===== config.mk =====
export PLATFORM = sky130hd
export DESIGN_NAME = cache_arbiter
export DESIGN_NICKNAME = d
export VERILOG_FILES = /design/src/rtl/cache_arbiter.sv
export SDC_FILE = /design/constraint.sdc
export NUM_CORES = 2
export LEC_CHECK = 0
export CAP_MARGIN = 40
export CORE_AREA = 3 3 387 389
export CTS_BUF_LIST = sky130_fd_sc_hd__clkbuf_8 sky130_fd_sc_hd__clkbuf_16
export CTS_CLUSTER_SIZE = 20
export DETAILED_ROUTE_END_ITERATION = 12
export DIE_AREA = 0 0 390 392
export HOLD_SLACK_MARGIN = 0.06
export PLACE_DENSITY = 0.44
export REMOVE_ABC_BUFFERS = 1
export SLEW_MARGIN = 20
export SYNTH_ARGS = -nofsm -noshare
export SYNTH_HDL_FRONTEND = slang
export SYNTH_SLANG_ARGS = --single-unit
export TNS_END_PERCENT = 50

===== constraint.sdc =====
create_clock -name clk -period 5.36 [get_ports clk]
set_input_delay 1.072 -clock clk [delete_from_list [all_inputs] [get_ports clk]]
set_output_delay 1.072 -clock clk [all_outputs]
set_load 0.01 [all_outputs]

===== src/rtl/cache_arbiter.sv =====
// Shares one burst pmem port between I$ and D$: line -> BEATS pmem beats, one-cycle resp to the granted cache.
// Latency: 1 grant + BEATS beats (+pmem waits) + 1 DONE cycle; requests are held by the caches until resp, pmem stalls via pmem_resp.
`timescale 1ns/1ps
module cache_arbiter #(
  parameter int LINE_W = 256,
  parameter int BEAT_W = 64
) (
  input  logic              clk,
  input  logic              rst,
  input  logic              i_read,
  input  logic [31:0]       i_addr,
  output logic              i_resp,
  output logic [LINE_W-1:0] i_rdata,
  input  logic              d_read,
  input  logic              d_write,
  input  logic [31:0]       d_addr,
  input  logic [LINE_W-1:0] d_wdata,
  output logic              d_resp,
  output logic [LINE_W-1:0] d_rdata,
  output logic              pmem_read,
  output logic              pmem_write,
  output logic [31:0]       pmem_address,
  output logic [BEAT_W-1:0] pmem_wdata,
  input  logic              pmem_resp,
  input  logic [BEAT_W-1:0] pmem_rdata
);

  localparam int BEATS   = LINE_W / BEAT_W;
  localparam int BEAT_CW = (BEATS > 1) ? $clog2(BEATS) : 1;
  localparam int OFF_W   = $clog2(LINE_W / 8);

  typedef enum logic [2:0] {IDLE, I_READ, D_READ, D_WRITE, DONE} state_t;

  state_t              state;
  state_t              state_nxt;
  logic [BEAT_CW-1:0]  beat;
  logic                last_d;   // most recent completed grant went to the data cache
  logic                grant_d;  // current/just-finished burst belongs to the data cache
  logic [31:0]         addr_q;
  logic [LINE_W-1:0]   line_q;   // write-back source, or read line under assembly
  logic [LINE_W-1:0]   line_fill;

  logic i_req;
  logic d_req;
  logic pick_d;
  logic last_beat;
  logic burst_last;

  assign i_req      = i_read;
  assign d_req      = d_read | d_write;
  // On contention the data cache wins unless it was the last one served.
  assign pick_d     = d_req & (~i_req | ~last_d);
  assign last_beat  = (beat == BEAT_CW'(BEATS - 1));
  assign burst_last = pmem_resp & last_beat;

  always_comb begin
    line_fill = line_q;
    line_fill[beat*BEAT_W +: BEAT_W] = pmem_rdata;
  end

  // State register
  always_ff @(posedge clk or negedge rst) begin
    if (!rst) begin
      state <= IDLE;
    end else begin
      state <= state_nxt;
    end
  end

  // Next-state logic
  always_comb begin
    state_nxt = state;
    case (state)
      IDLE: begin
        if (pick_d) begin
          state_nxt = d_write ? D_WRITE : D_READ;
        end else if (i_req) begin
          state_nxt = I_READ;
        end
      end
      I_READ, D_READ, D_WRITE: begin
        if (burst_last) begin
          state_nxt = DONE;
        end
      end
      DONE:    state_nxt = IDLE;
      default: state_nxt = IDLE;
    endcase
  end

  // Outputs decoded from registered state only
  always_comb begin
    pmem_read  = 1'b0;
    pmem_write = 1'b0;
    pmem_wdata = '0;
    i_resp     = 1'b0;
    d_resp     = 1'b0;
    case (state)
      I_READ, D_READ: pmem_read = 1'b1;
      D_WRITE: begin
        pmem_write = 1'b1;
        pmem_wdata = line_q[beat*BEAT_W +: BEAT_W];
      end
      DONE: begin
        i_resp = ~grant_d;
        d_resp = grant_d;
      end
      default: ;
    endcase
  end

  assign pmem_address = addr_q;

  // Datapath: grant capture, beat counting, line assembly and delivery
  always_ff @(posedge clk or negedge rst) begin
    if (!rst) begin
      beat    <= '0;
      last_d  <= 1'b0;
      grant_d <= 1'b0;
      addr_q  <= '0;
      line_q  <= '0;
      i_rdata <= '0;
      d_rdata <= '0;
    end else begin
      case (state)
        IDLE: begin
          beat <= '0;
          if (pick_d) begin
            grant_d <= 1'b1;
            addr_q  <= {d_addr[31:OFF_W], {OFF_W{1'b0}}};
            if (d_write) begin
              line_q <= d_wdata;
            end
          end else if (i_req) begin
            grant_d <= 1'b0;
            addr_q  <= {i_addr[31:OFF_W], {OFF_W{1'b0}}};
          end
        end
        I_READ, D_READ: begin
          if (pmem_resp) begin
            line_q <= line_fill;
            beat   <= last_beat ? '0 : beat + BEAT_CW'(1);
            if (last_beat) begin
              if (state == I_READ) begin
                i_rdata <= line_fill;
              end else begin
                d_rdata <= line_fill;
              end
            end
          end
        end
        D_WRITE: begin
          if (pmem_resp) begin
            beat <= last_beat ? '0 : beat + BEAT_CW'(1);
          end
        end
        DONE:    last_d <= grant_d;
        default: ;
      endcase
    end
  end

  // Structural invariants of the port protocol
  a_rw_exclusive: assert property (@(posedge clk) disable iff (!rst)
    !(pmem_read && pmem_write));
  a_resp_exclusive: assert property (@(posedge clk) disable iff (!rst)
    !(i_resp && d_resp));
  a_resp_single: assert property (@(posedge clk) disable iff (!rst)
    (i_resp || d_resp) |=> !(i_resp || d_resp));
  a_addr_stable: assert property (@(posedge clk) disable iff (!rst)
    ((pmem_read || pmem_write) && !burst_last) |=> $stable(pmem_address));

endmodule


==> impl_results.md <==
- Synth top area cells: dfrtp_1 (53%), o21ai_0 (6.5%), o2bb2ai_1 (5.9%), nor2b_1 (5.3%), nand2_1 (5.1%)
- Ratio of cells with drive above 1 in the final layout: 0.0740
- Gate power share: 0.496
- Core area: roughly 150000 µm²
- Critical path peak fanout: 77
- Worst Tran Pin Value: roughly 0.90 ns
- Placed cell count: between 6000 and 7000
- Area Overhead vs Synth: 39.4%
- Vias/cell: just over 5
- Worst path bufs/invs: 3
- Maximum VDD drop: about 550 µV
- Pwr Total: about 34000 µW
- Post-CTS Hold Fix Bufs: 0
- FP Rows: 141
- H-tree depth reported by CTS: 3
- RePlAce Congestion: 0.798
- Final min period: 4.47 ns
- Hpwl dp: roughly 120000 µm
- GRT Total Usage: 0.235
- Synthesized flop and latch total: 802
- Slew Limit Fails: 0
- CTS Buf Count: ~100
- Pwr per Cell Area: 639 nW/µm²
- Ys Warns: 0
- Setup TNS: 0 ns
- Global-route wire length before repair: around 260000 µm
- CP peak stage delay: 0.65 ns
- Part of the power in registers: 0.301
- Share of flip-flops with an asynchronous set or reset: 1.00
- Synth Flop Type: dfrtp_1
- Worst Setup End Kind: primary output
- Port bufs: 986
- Number of hold violations in the final report: 0
- Worst path top cell family by delay: buffers and inverters
- Sequential share of the synthesized area: 0.527
- CTS tree: done
- Worst-path clk slew: ~0.06 ns
- # IOs: ~1000
- Count leader, synth: dfrtp_1
- Rel. slew slack: 0.403
- Skew final: around 0.027 ns
- Critical path's slowest cell: clkdlybuf4s50_1
- Drt drc: 0
- Post-synth EDFFs: 0
- Finish-stage setup viols: 0
- Crit path arrival time: between 3 and 4 ns
- Worst Slack Setup Final: around 0.89 ns
- Die Height: ~400 µm
- Pre-CTS WS: roughly 1.5 ns
- Sw Share: 0.417
- Status: finished clean
- Post-route ant nets: 0
- Cell Int Power: about 20000 µW
- Nets: about 4900
- Worst Hold Class: input port to async pin
- Max Buffers Root-to-Sink: 3
- Distinct cells, synth: between 40 and 50
- Number of global-route vias before repair: roughly 34000
- Dominant cell type by area after synthesis: dfrtp_1
- Largest net degree at the start of global routing: slightly below 200
- Fmax: approximately 220 MHz
- Die W: 390 µm
- DR pass1 iterations: 5
- Cell count after synthesis: between 3000 and 4000
- Worst endpoint required time: roughly 4.3 ns
- Vias: ~33000
- Startpoint class of the critical path: flop
- Max_cap viols: 0
- Mapped Area: between 30000 and 40000 µm²
- Post_cts resized: 0
- Leakage: 0.0214 µW
- Setup Fix Bufs, Post-CTS: 0
- Initial antenna violation count: 49
- Reg2Reg Setup Slack: roughly 1.6 ns
- Setup CP Type: flop to primary output
- RSZ-0062 raised after global routing: false
- CTS root buf: clkbuf_16
- Commonest cells in the netlist: dfrtp_1 (802), nand2_1 (518), o21ai_0 (494)
- Die Area: 153000 µm²
- Clock share of power: 0.203
- DR iter-0 viols: 2276
- CP cell instances: inv_8, nand3_4, buf_4, nor2b_1, clkdlybuf4s50_1
- WL/cell: approximately 28 µm
- Total gr overflow: 0
- Final hold slack: 0.392 ns
- Tcrit/Tclk final: 0.833
- Net Sw Power: around 14000 µW
- Final Non-Filler Cells: 6603
- Initial Utilization: 0.259
- Clk_lat worst skew: about 0.7 ns
- DRT Wirelength: around 190000 µm
- Syn avg cell area: 9.99 µm²
- Area share of the largest cell type after synthesis: 0.527
- Num Clock Sinks: 802
==> cells in the final DEF, fill, tap and decap left out, types with 39 or more instances in the layout <==
master / n
a21boi_0: 187
a21oi_1: 283
a2bb2oi_1: 64
buf_12: 39
buf_4: 45
clkbuf_16: 101
clkdlybuf4s50_1: 985
dfrtp_1: 800
mux4_2: 64
nand2_1: 517
nand3_1: 69
nand4_1: 192
nor2b_1: 321
o21ai_0: 494
o2bb2ai_1: 256
==> power groups by stage <==
stage	registers, µW	logic (µW)	clock network [µW]
after global routing	10500	18100	7330
after global placement	10200	16700	0
after detailed placement	10300	17000	0
after CTS	10200	17000	7090
final	10200	16800	6880
after floorplan	10700	7000	0
==> per-stage QoR <==
stage / area [µm²] / util
finish: 53100 / 0.361
global route: 53100 / 0.361
global placement: 49500 / 0.336
detailed placement: 49700 / 0.338
CTS: 53000 / 0.361
floorplan: 36000 / -
==> logic make-up (layout without fill, tap and decap cells) <==
| family | count (synthesis) | count (layout) | share of synthesized area |
|---|---|---|---|
| AOI/OAI and AO/OA | 1321 | 1321 | 0.219 |
| and+or+nand+nor | 1147 | 1147 | 0.151 |
| muxes | 91 | 91 | 0.0449 |
| DFF | 802 | 802 | 0.527 |
| other | 1 | 41 | 0.0000984 |
| xor gates and xnor gates | 1 | 1 | 0.000722 |
| buffers and inverters | 448 | 1265 | 0.0561 |
| adders and majority gates | 5 | 5 | 0.00164 |
==> layer usage <==
layer,wire length [µm],part of all wire,vias to the layer above,global-route usage
met2,88500,0.48,1149,0.388
met3,12400,0.067,264,0.0542
met4,6260,0.034,20,0.0828
li1,-,-,15112,-
met5,128,0.00069,-,0
met1,77900,0.42,16838,0.302
==> registers in the layout, indices dropped and copies added, names as in the netlist <==
name / flops
last_d: 1
d_rdata: 256
grant_d: 1
pmem_address: 27
state: 3
beat: 2
i_rdata: 256
line_q: 256
==> final cells by class <==
type                    instances  area (µm²)
multi-input cells            2570       16100
diodes                         36        90.1
flip-flops and latches        802       20100
clock buffers                 133        2970
clock inverters                51         358
repair buffers               1075       11100
fillers                     15094       94000
well taps                    1930        2410
inverters                       6        30.0
==> path summary, 6_finish.rpt <==
check,end,start,cells after the start
worst max-delay path,pmem_wdata[10],state[2],5
worst min-delay path,pmem_address[9],rst,1
worst max register to register,line_q[127],beat[0],8
worst min register to register,i_rdata[70],i_rdata[70],2
max in group asynchronous,i_rdata[25],rst,2
min in group clk,i_rdata[70],i_rdata[70],2
No activity file was read; power rests on OpenSTA's default activity.
